--- config.mk ---
export PLATFORM = sky130hd
export DESIGN_NAME = dipsw_cfg_ctrl_flat
export DESIGN_NICKNAME = d
export VERILOG_FILES = /design/src/rtl/dipsw_cfg_ctrl_if.sv /design/src/rtl/dipsw_cfg_ctrl.sv /design/src/flat_wrapper.sv
export SDC_FILE = /design/constraint.sdc
export NUM_CORES = 1
export LEC_CHECK = 0
export BUFFER_PORTS_ARGS = -buffer_cell sky130_fd_sc_hd__buf_4
export CORE_UTILIZATION = 55
export CTS_CLUSTER_DIAMETER = 150
export DETAILED_ROUTE_END_ITERATION = 12
export PLACE_DENSITY = 0.73
export SLEW_MARGIN = 5
export SYNTH_ARGS = -nofsm -noshare
export SYNTH_HDL_FRONTEND = slang
export SYNTH_SLANG_ARGS = --single-unit
--- constraint.sdc ---
create_clock -name SYS_CLK -period 4.4 [get_ports SYS_CLK]
set_clock_uncertainty 0.05 [all_clocks]
set_input_delay 0.88 -clock SYS_CLK [delete_from_list [all_inputs] [get_ports SYS_CLK]]
set_output_delay 0.88 -clock SYS_CLK [all_outputs]
set_load 0.02 [all_outputs]
--- src/rtl/dipsw_cfg_ctrl_if.sv ---
// Switch-to-configuration bus: raw switch pins in, debounced state and commit handshake out.
// No latency of its own; it only bundles the signals.
// The consumer paces commits by holding CFG_ACK low; the DUT holds CFG_REQ/CFG_DATA until acknowledged.
interface dipsw_cfg_ctrl_if #(
    parameter int P_WIDTH = 8
);
    logic [P_WIDTH-1:0] SW_IN;
    logic               CFG_ACK;
    logic               CFG_REQ;
    logic [P_WIDTH-1:0] CFG_DATA;
    logic               CFG_VALID;
    logic [P_WIDTH-1:0] SW_STATE;

    // Board / consumer side
    modport master (
        output SW_IN,
        output CFG_ACK,
        input  CFG_REQ,
        input  CFG_DATA,
        input  CFG_VALID,
        input  SW_STATE
    );

    // Controller side
    modport slave (
        input  SW_IN,
        input  CFG_ACK,
        output CFG_REQ,
        output CFG_DATA,
        output CFG_VALID,
        output SW_STATE
    );
endinterface

--- src/rtl/dipsw_cfg_ctrl.sv ---
// Debounces DIP switches on a shared ms tick and commits settled changes via a 4-phase req/ack.
// Latency: 3 clk sync, P_STABLE ticks debounce, P_SETTLE ticks settle before CFG_REQ.
// Backpressure: CFG_REQ/CFG_DATA held until CFG_ACK; switch changes meanwhile re-settle afterwards.
module dipsw_cfg_ctrl #(
    parameter int          P_WIDTH  = 8,
    parameter logic [19:0] P_TICK   = 20'd65999,
    parameter logic [3:0]  P_STABLE = 4'd10,
    parameter logic [7:0]  P_SETTLE = 8'd50
) (
    input  logic              SYS_CLK,
    input  logic              SYS_xRST,
    dipsw_cfg_ctrl_if.slave   if_cfg
);

    typedef enum logic [2:0] {
        S_INIT,
        S_IDLE,
        S_SETTLE,
        S_REQ,
        S_ACKLOW
    } state_t;

    logic [P_WIDTH-1:0] r_sync1;
    logic [P_WIDTH-1:0] r_sync2;
    logic [P_WIDTH-1:0] r_cmp;
    logic [19:0]        r_presc;
    logic [3:0]         r_dcnt [P_WIDTH];
    logic [P_WIDTH-1:0] r_deb;
    logic [P_WIDTH-1:0] r_prev;
    logic [P_WIDTH-1:0] r_commit;
    logic [P_WIDTH-1:0] r_data;
    logic [7:0]         r_settle;
    logic               r_req;
    logic               r_valid;
    state_t             r_state;

    logic               w_tick;
    logic               w_all_stable;

    assign w_tick = (r_presc == P_TICK);

    // Two-flop synchroniser per switch, then one compare flop to detect movement.
    always_ff @(posedge SYS_CLK or negedge SYS_xRST) begin
        if (!SYS_xRST) begin
            r_sync1 <= '0;
            r_sync2 <= '0;
            r_cmp   <= '0;
        end else begin
            r_sync1 <= if_cfg.SW_IN;
            r_sync2 <= r_sync1;
            r_cmp   <= r_sync2;
        end
    end

    // Free-running millisecond prescaler shared by all channels and the settle timer.
    always_ff @(posedge SYS_CLK or negedge SYS_xRST) begin
        if (!SYS_xRST) begin
            r_presc <= '0;
        end else if (w_tick) begin
            r_presc <= '0;
        end else begin
            r_presc <= r_presc + 20'd1;
        end
    end

    // Per-channel stability counter; the debounced bit follows only after P_STABLE quiet ticks.
    always_ff @(posedge SYS_CLK or negedge SYS_xRST) begin
        if (!SYS_xRST) begin
            for (int i = 0; i < P_WIDTH; i++) begin
                r_dcnt[i] <= '0;
            end
            r_deb <= '0;
        end else begin
            for (int i = 0; i < P_WIDTH; i++) begin
                if (r_sync2[i] != r_cmp[i]) begin
                    r_dcnt[i] <= '0;
                end else if (w_tick && (r_dcnt[i] != P_STABLE)) begin
                    r_dcnt[i] <= r_dcnt[i] + 4'd1;
                end
                if (r_dcnt[i] == P_STABLE) begin
                    r_deb[i] <= r_cmp[i];
                end
            end
        end
    end

    // All channels have reached their stable count.
    always_comb begin
        w_all_stable = 1'b1;
        for (int i = 0; i < P_WIDTH; i++) begin
            if (r_dcnt[i] != P_STABLE) begin
                w_all_stable = 1'b0;
            end
        end
    end

    // Commit FSM: initial commit after reset, then settle-and-commit on every debounced change.
    always_ff @(posedge SYS_CLK or negedge SYS_xRST) begin
        if (!SYS_xRST) begin
            r_state  <= S_INIT;
            r_prev   <= '0;
            r_commit <= '0;
            r_data   <= '0;
            r_settle <= '0;
            r_req    <= 1'b0;
            r_valid  <= 1'b0;
        end else begin
            r_prev <= r_deb;
            case (r_state)
                S_INIT: begin
                    // Debounced bits lag the counters by a cycle; wait until they have caught up.
                    if (w_all_stable && (r_deb == r_cmp)) begin
                        r_data  <= r_deb;
                        r_req   <= 1'b1;
                        r_state <= S_REQ;
                    end
                end
                S_IDLE: begin
                    if (r_deb != r_commit) begin
                        r_settle <= '0;
                        r_state  <= S_SETTLE;
                    end
                end
                S_SETTLE: begin
                    if (r_deb == r_commit) begin
                        r_state <= S_IDLE;
                    end else if (r_deb != r_prev) begin
                        r_settle <= '0;
                    end else if (r_settle == P_SETTLE) begin
                        r_data  <= r_deb;
                        r_req   <= 1'b1;
                        r_state <= S_REQ;
                    end else if (w_tick) begin
                        r_settle <= r_settle + 8'd1;
                    end
                end
                S_REQ: begin
                    if (if_cfg.CFG_ACK) begin
                        r_commit <= r_data;
                        r_valid  <= 1'b1;
                        r_req    <= 1'b0;
                        r_state  <= S_ACKLOW;
                    end
                end
                S_ACKLOW: begin
                    if (!if_cfg.CFG_ACK) begin
                        r_state <= S_IDLE;
                    end
                end
                default: begin
                    r_state <= S_INIT;
                end
            endcase
        end
    end

    assign if_cfg.CFG_REQ   = r_req;
    assign if_cfg.CFG_DATA  = r_data;
    assign if_cfg.CFG_VALID = r_valid;
    assign if_cfg.SW_STATE  = r_deb;

endmodule
--- src/flat_wrapper.sv ---
// flat-port wrapper written by rule: the top's interface ports become plain ports
module dipsw_cfg_ctrl_flat 
#(
    parameter int          P_WIDTH  = 8,
    parameter logic [19:0] P_TICK   = 20'd65999,
    parameter logic [3:0]  P_STABLE = 4'd10,
    parameter logic [7:0]  P_SETTLE = 8'd50
)
  (SYS_CLK, SYS_xRST, if_cfg_SW_IN, if_cfg_CFG_ACK, if_cfg_CFG_REQ, if_cfg_CFG_DATA, if_cfg_CFG_VALID, if_cfg_SW_STATE);
  dipsw_cfg_ctrl_if #(.P_WIDTH(P_WIDTH)) if_cfg_i ();
  input  logic SYS_CLK;
  input  logic SYS_xRST;
  input wire logic [$bits(if_cfg_i.SW_IN)-1:0] if_cfg_SW_IN;
  input wire logic [$bits(if_cfg_i.CFG_ACK)-1:0] if_cfg_CFG_ACK;
  output wire logic [$bits(if_cfg_i.CFG_REQ)-1:0] if_cfg_CFG_REQ;
  output wire logic [$bits(if_cfg_i.CFG_DATA)-1:0] if_cfg_CFG_DATA;
  output wire logic [$bits(if_cfg_i.CFG_VALID)-1:0] if_cfg_CFG_VALID;
  output wire logic [$bits(if_cfg_i.SW_STATE)-1:0] if_cfg_SW_STATE;
  assign if_cfg_i.SW_IN = if_cfg_SW_IN;
  assign if_cfg_i.CFG_ACK = if_cfg_CFG_ACK;
  assign if_cfg_CFG_REQ = if_cfg_i.CFG_REQ;
  assign if_cfg_CFG_DATA = if_cfg_i.CFG_DATA;
  assign if_cfg_CFG_VALID = if_cfg_i.CFG_VALID;
  assign if_cfg_SW_STATE = if_cfg_i.SW_STATE;
  dipsw_cfg_ctrl #(.P_WIDTH(P_WIDTH), .P_TICK(P_TICK), .P_STABLE(P_STABLE), .P_SETTLE(P_SETTLE)) u_core (.SYS_CLK(SYS_CLK), .SYS_xRST(SYS_xRST), .if_cfg(if_cfg_i));
endmodule
==> Yosys cells after proc, flatten, opt, wreduce, memory -nomap -nowiden <==
Cells that the tools add are included.
W data, S select, Z words.
{ "word_totals": {"inputBits": 11, "reg_bits": 121} }
{ "op_classes": {"n_eq_ne": 45, "addsub": 10, "muxes": 50, "reduce_logical": 26} }
{ "ops": {"columns": ["op", "count"], "rows": [
  ["$mux W8", 9],
  ["$mux W4", 16],
  ["$add A4 B1 Y4 const B", 8],
  ["$eq A4 B4 Y1 const B", 8],
  ["$ne A4 B4 Y1 const B", 8],
  ["$pmux W8 S2", 2],
  ["$mux W3", 7],
  ["$add A20 B1 Y20 const B", 1],
  ["$eq A20 B17 Y1 const B", 1],
  ["$mux W20", 1],
  ["$reduce_bool A2 Y1", 10],
  ["$eq A8 B8 Y1", 2],
  ["$ne A8 B8 Y1", 2],
  ["$pmux W3 S5", 1],
  ["$mux W1", 13],
  ["$reduce_and A6 Y1", 2],
  ["$reduce_and A5 Y1", 2],
  ["$logic_and A1 B1 Y1", 9],
  ["$add A8 B1 Y8 const B", 1],
  ["$eq A8 B6 Y1 const B", 1],
  ["$ne A1 B1 Y1", 8],
  ["$ne A2 B2 Y1 const B", 4],
  ["$eq A3 B2 Y1 const B", 2],
  ["$ne A2 B1 Y1 const B", 3],
  ["other kinds (8)", 10]
]} }

==> Logic depth before layout (Yosys ltp) <==
{ "logic_depth": {"word_depth": 12, "depth_mapped": 9, "ltp_nobuf": 8} }

==> Worst setup path before layout <==
OpenSTA, ideal clock, no wires.
{ "synth_path": {"path_type": "reg2reg", "start": "reg u_core.r_presc[12]", "end": "reg u_core.r_settle[6]", "setup_slack_ps": 2000, "required_ps": 4273, "arrival_time_ps": 2272, "n_path_buf": 0, "path_stages_with_launch": 7, "setup_time_ps": 77, "path_cell_list": "dfrtp_1 -> or4_1 -> or4_4 -> nor3_4 -> o21ai_2 -> or4_1 -> a21oi_1"} }
{ "synth_between": {"elab_chain_cells": 3} }
{ "synth_rtl": {"columns": ["item", "line", "source"], "rows": [
  ["from (decl)", "dipsw_cfg_ctrl.sv:26", "logic [19:0] r_presc;"],
  ["from (signal assigned)", "dipsw_cfg_ctrl.sv:62", "r_presc <= r_presc + 20'd1;"],
  ["$eq A20 B17 Y1", "dipsw_cfg_ctrl.sv:40", "assign w_tick = (r_presc == P_TICK);"],
  ["$ne A3 B1 Y1 (no line)", null, null],
  ["$reduce_and A5 Y1 (no line)", null, null],
  ["to (signal assigned)", "dipsw_cfg_ctrl.sv:134", "r_settle <= r_settle + 8'd1;"],
  ["to (decl)", "dipsw_cfg_ctrl.sv:32", "logic [7:0] r_settle;"]
]} }
No other way between the ends.
A chain may end at the register's enable or synchronous reset.

==> Worst setup path in the final report <==
{ "layout_path": {"start": "reg u_core.r_dcnt[4] in the netlist's numbering", "end": "reg u_core.r_data[0], in the netlist u_core.if_cfg.CFG_DATA[0]"} }
{ "layout_between": {"elab_chain_cells": 6} }
{ "layout_rtl": {"columns": ["item", "line", "source"], "rows": [
  ["from (decl)", "dipsw_cfg_ctrl.sv:27", "logic [3:0] r_dcnt [P_WIDTH];"],
  ["from (signal, indexed assignment)", "dipsw_cfg_ctrl.sv:78", "r_dcnt[i] <= r_dcnt[i] + 4'd1;"],
  ["$ne A4 B4 Y1", "dipsw_cfg_ctrl.sv:91", "if (r_dcnt[i] != P_STABLE) begin"],
  ["$mux W1 (2 in a row)", "dipsw_cfg_ctrl.sv:91", null],
  ["$logic_and A1 B1 Y1", "dipsw_cfg_ctrl.sv:112", "if (w_all_stable && (r_deb == r_cmp)) begin"],
  ["$ne A2 B1 Y1 (no line)", null, null],
  ["$reduce_and A5 Y1 (no line)", null, null],
  ["to (signal assigned)", "dipsw_cfg_ctrl.sv:113", "r_data <= r_deb;"],
  ["to (signal assigned)", "dipsw_cfg_ctrl.sv:130", "r_data <= r_deb;"],
  ["to (decl)", "dipsw_cfg_ctrl.sv:31", "logic [P_WIDTH-1:0] r_data;"]
]} }
No other way between the ends.

==> impl_metrics.env <==
export IMPL_finalSetupViolCount=0
export IMPL_postRouteAntennaNets=0
export IMPL_clock_latency_ns=0.52
export IMPL_clock_sinks=121
export IMPL_grt_pass1_vias=3595
export IMPL_cts_tree="built"
export IMPL_ios=29
export IMPL_fmax_mhz=343
export IMPL_die_h_um=101
export IMPL_ys_seq_area_frac=0.563
export IMPL_detail_route_wl_per_cell_um=15.8
export IMPL_max_cap_viol_count=0
export IMPL_worstPathMaxFanout=8
export IMPL_synth_async_reset_ratio=1.00
export IMPL_dp_hpwl_mm=6.56
export IMPL_relSlewSlack=0.317
export IMPL_synth_area_top_cells="dfrtp_1 56%, xor2_1 8.8%, mux2_2 5.4%"
export IMPL_synthCells=450
export IMPL_clockBufferDepth=2
export IMPL_synth_avg_cell_area_sq_um=12.0
export IMPL_grt_busiest_layer="met2"
export IMPL_gp_congestion=0.784
export IMPL_period_needed_ns=2.92
export IMPL_drv_slew=0
export IMPL_final_nets=523
export IMPL_drc=0
export IMPL_dieArea_sq_um=10200
export IMPL_synth_top_area_share=0.563
export IMPL_cp_required_ns=4.75
export IMPL_grt_usage=0.228
export IMPL_hold_depth=0
export IMPL_end_kind="register"
export IMPL_dp_cells=603
export IMPL_htreeDepth=4
export IMPL_synthesis_area_sq_um=5380
export IMPL_irDropWorstVdd_mv=0.318
export IMPL_hold_viol=0
export IMPL_drt_total_wl_mm=10.0
export IMPL_postCtsHoldBufs=0
export IMPL_cts_made_buffers=17
export IMPL_fin_crit_sh=0.663
export IMPL_syn2layout_area_growth_pct=18.2
export IMPL_drt_pass1_iterations=7
export IMPL_path_clk_slew_ns=0.06
export IMPL_start_util=0.574
export IMPL_grt_pass1_wl_mm=17.3
export IMPL_met3_usage=0.0693
export IMPL_fin_cells=635
export IMPL_power_density_nw_per_um2=413
export IMPL_tns_ns=0
export IMPL_path_class="register to register"
export IMPL_ys_warn_count=0
export IMPL_synth_edf_count=0
export IMPL_post_synth_top_area_cell="dfrtp_1"
export IMPL_status="finished clean"
export IMPL_leakagePower_nw=3.23
export IMPL_port_buffers=28
export IMPL_worstPathArrival_ns=3.27
export IMPL_syn_num_nets=480
export IMPL_n_antenna_cell=0
export IMPL_root_buffer="clkbuf_8"
export IMPL_synthFlopType="dfrtp_1"
export IMPL_gr_usage_met1=0.292
export IMPL_grt_max_degree=82
export IMPL_cp_start_kind="register"
export IMPL_ff2ff_path_depth=7
export IMPL_cts_setup_buffers=0
export IMPL_rsz0062_at_grt="no"
export IMPL_num_rows=35
export IMPL_viasPerCell=5.41
export IMPL_hold_class="register to register"
export IMPL_drive_gt1_frac=0.194
export IMPL_vias=3435
export IMPL_worst_pin_slew_ns=1.03
export IMPL_grt_overflow_total=0
export IMPL_antenna_found_initial=0
export IMPL_core_area_sq_um=9370
export IMPL_yosysUniqueCellTypes=44
export IMPL_use_met2=0.365
export IMPL_die_w_um=101
export IMPL_drtIter0Drc=150
export IMPL_cts_resized=0
export IMPL_synth_seq_cells=121
==> cell type report <==
type,count,area [sq um]
Tap cell,129,161
Timing Repair Buffer,31,233
Inverter,18,67.6
Clock buffer,18,428
Sequential cell,121,3030
Fill cell,739,3010
Clock inverter,14,196
Multi-Input combinational cell,304,2250
==> layout by cell type, fill, tap and decap left out, drive strengths merged, types with 2 or more instances in the layout <==
cell type and instances:
a21oi 5, a41oi 2, and3 6, and4 2, buf 31, bufinv 4
clkbuf 18, clkinv 5, clkinvlp 3, dfrtp 121, ha 19, inv 20
mux2 26, mux2i 9, nand2 20, nand2b 2, nand3 17, nand3b 8
nand4 18, nand4b 2, nor2 50, nor3 4, nor3b 2, nor4 8
nor4b 2, o21ai 6, o31ai 5, or4 4, xnor2 21, xor2 54
==> cells in the mapped netlist (6+ instances only) <==
library cell and instances:
ha_1 19, and3_1 6, nor4_1 8, xnor2_1 21, nand4_1 18, nand2_1 20, nand3b_1 8, dfrtp_1 121
inv_1 18, nor2_1 49, mux2_2 26, mux2i_1 9, xor2_1 54, nand3_1 17
==> critical path, cell delays in order, from the launching register on <==
cell and delay, ns:
dfrtp_1 0.40, inv_1 0.10, ha_1 0.15, nand3b_1 0.20, nor4_1 0.39, nand4_1 0.24
o41ai_2 0.84, mux2_2 0.42
==> report_power, final <==
| part | internal, W | switching [W] |
|---|---|---|
| registers | 0.00112 | 0.00000828 |
| logic | 0.0000114 | 0.0000323 |
| clock network | 0.000938 | 0.000510 |
==> metrics by stage <==
step	area (sq um)	setup slack, ns	total power [W]	util	hold slack [ns]
3_5_place_dp	5740	1.55	0.00120	0.612	0.285
2_1_floorplan	5380	2.00	0.00116	-	0.281
6_report	6360	1.48	0.00262	0.679	0.297
3_3_place_gp	5740	1.65	0.00120	0.612	0.282
5_1_grt	6360	1.30	0.00270	0.679	0.309
4_1_cts	6360	1.46	0.00265	0.679	0.300
==> registers in the layout, summed over array words and instances, names as in the netlist <==
signal,count
u_core.r_settle,8
u_core.r_commit,8
u_core.if_cfg.SW_STATE,8
u_core.r_dcnt,32
u_core.r_presc,20
u_core.r_cmp,8
u_core.if_cfg.CFG_REQ,1
u_core.r_prev,8
u_core.if_cfg.CFG_VALID,1
u_core.r_sync2,8
u_core.if_cfg.CFG_DATA,8
u_core.r_sync1,8
u_core.r_state,3
==> path summary, 6_finish.rpt <==
| path | start | endpoint | slack [ns] |
|---|---|---|---|
| worst min register to register | u_core.r_sync1[3]$_DFF_PN0_ | u_core.r_sync2[3]$_DFF_PN0_ | 0.30 |
| worst max register to register | u_core.r_dcnt[4]$_DFFE_PN0P_ | u_core.if_cfg.CFG_DATA[0]$_DFFE_PN0P_ | 1.48 |
| worst max-delay path | u_core.r_dcnt[4]$_DFFE_PN0P_ | u_core.if_cfg.CFG_DATA[0]$_DFFE_PN0P_ | 1.48 |
| min in group asynchronous | SYS_xRST | u_core.r_dcnt[4]$_DFFE_PN0P_ | 0.49 |
| max in group asynchronous | SYS_xRST | u_core.r_dcnt[12]$_DFFE_PN0P_ | 2.94 |
| worst min-delay path | u_core.r_sync1[3]$_DFF_PN0_ | u_core.r_sync2[3]$_DFF_PN0_ | 0.30 |
==> metal layers <==
layer  routed length (um)  part of all wire  vias up
met2                 4900              0.49       50
met4                  162             0.016        0
met1                 4650              0.46     1725
met3                  335             0.033       16
li1                     -                 -     1644
met5                    0                 0        -
==> kinds of logic after synthesis <==
| family | share of synthesized area |
|---|---|
| AND/OR/NAND/NOR | 0.147 |
| buffers and inverters | 0.0195 |
| XOR/XNOR | 0.122 |
| flip-flops | 0.563 |
| multiplexers | 0.0712 |
| AO/OA/AOI/OAI | 0.0330 |
| adder cells (fa/ha/maj) | 0.0442 |
No activity file was read; power rests on OpenSTA's default activity.
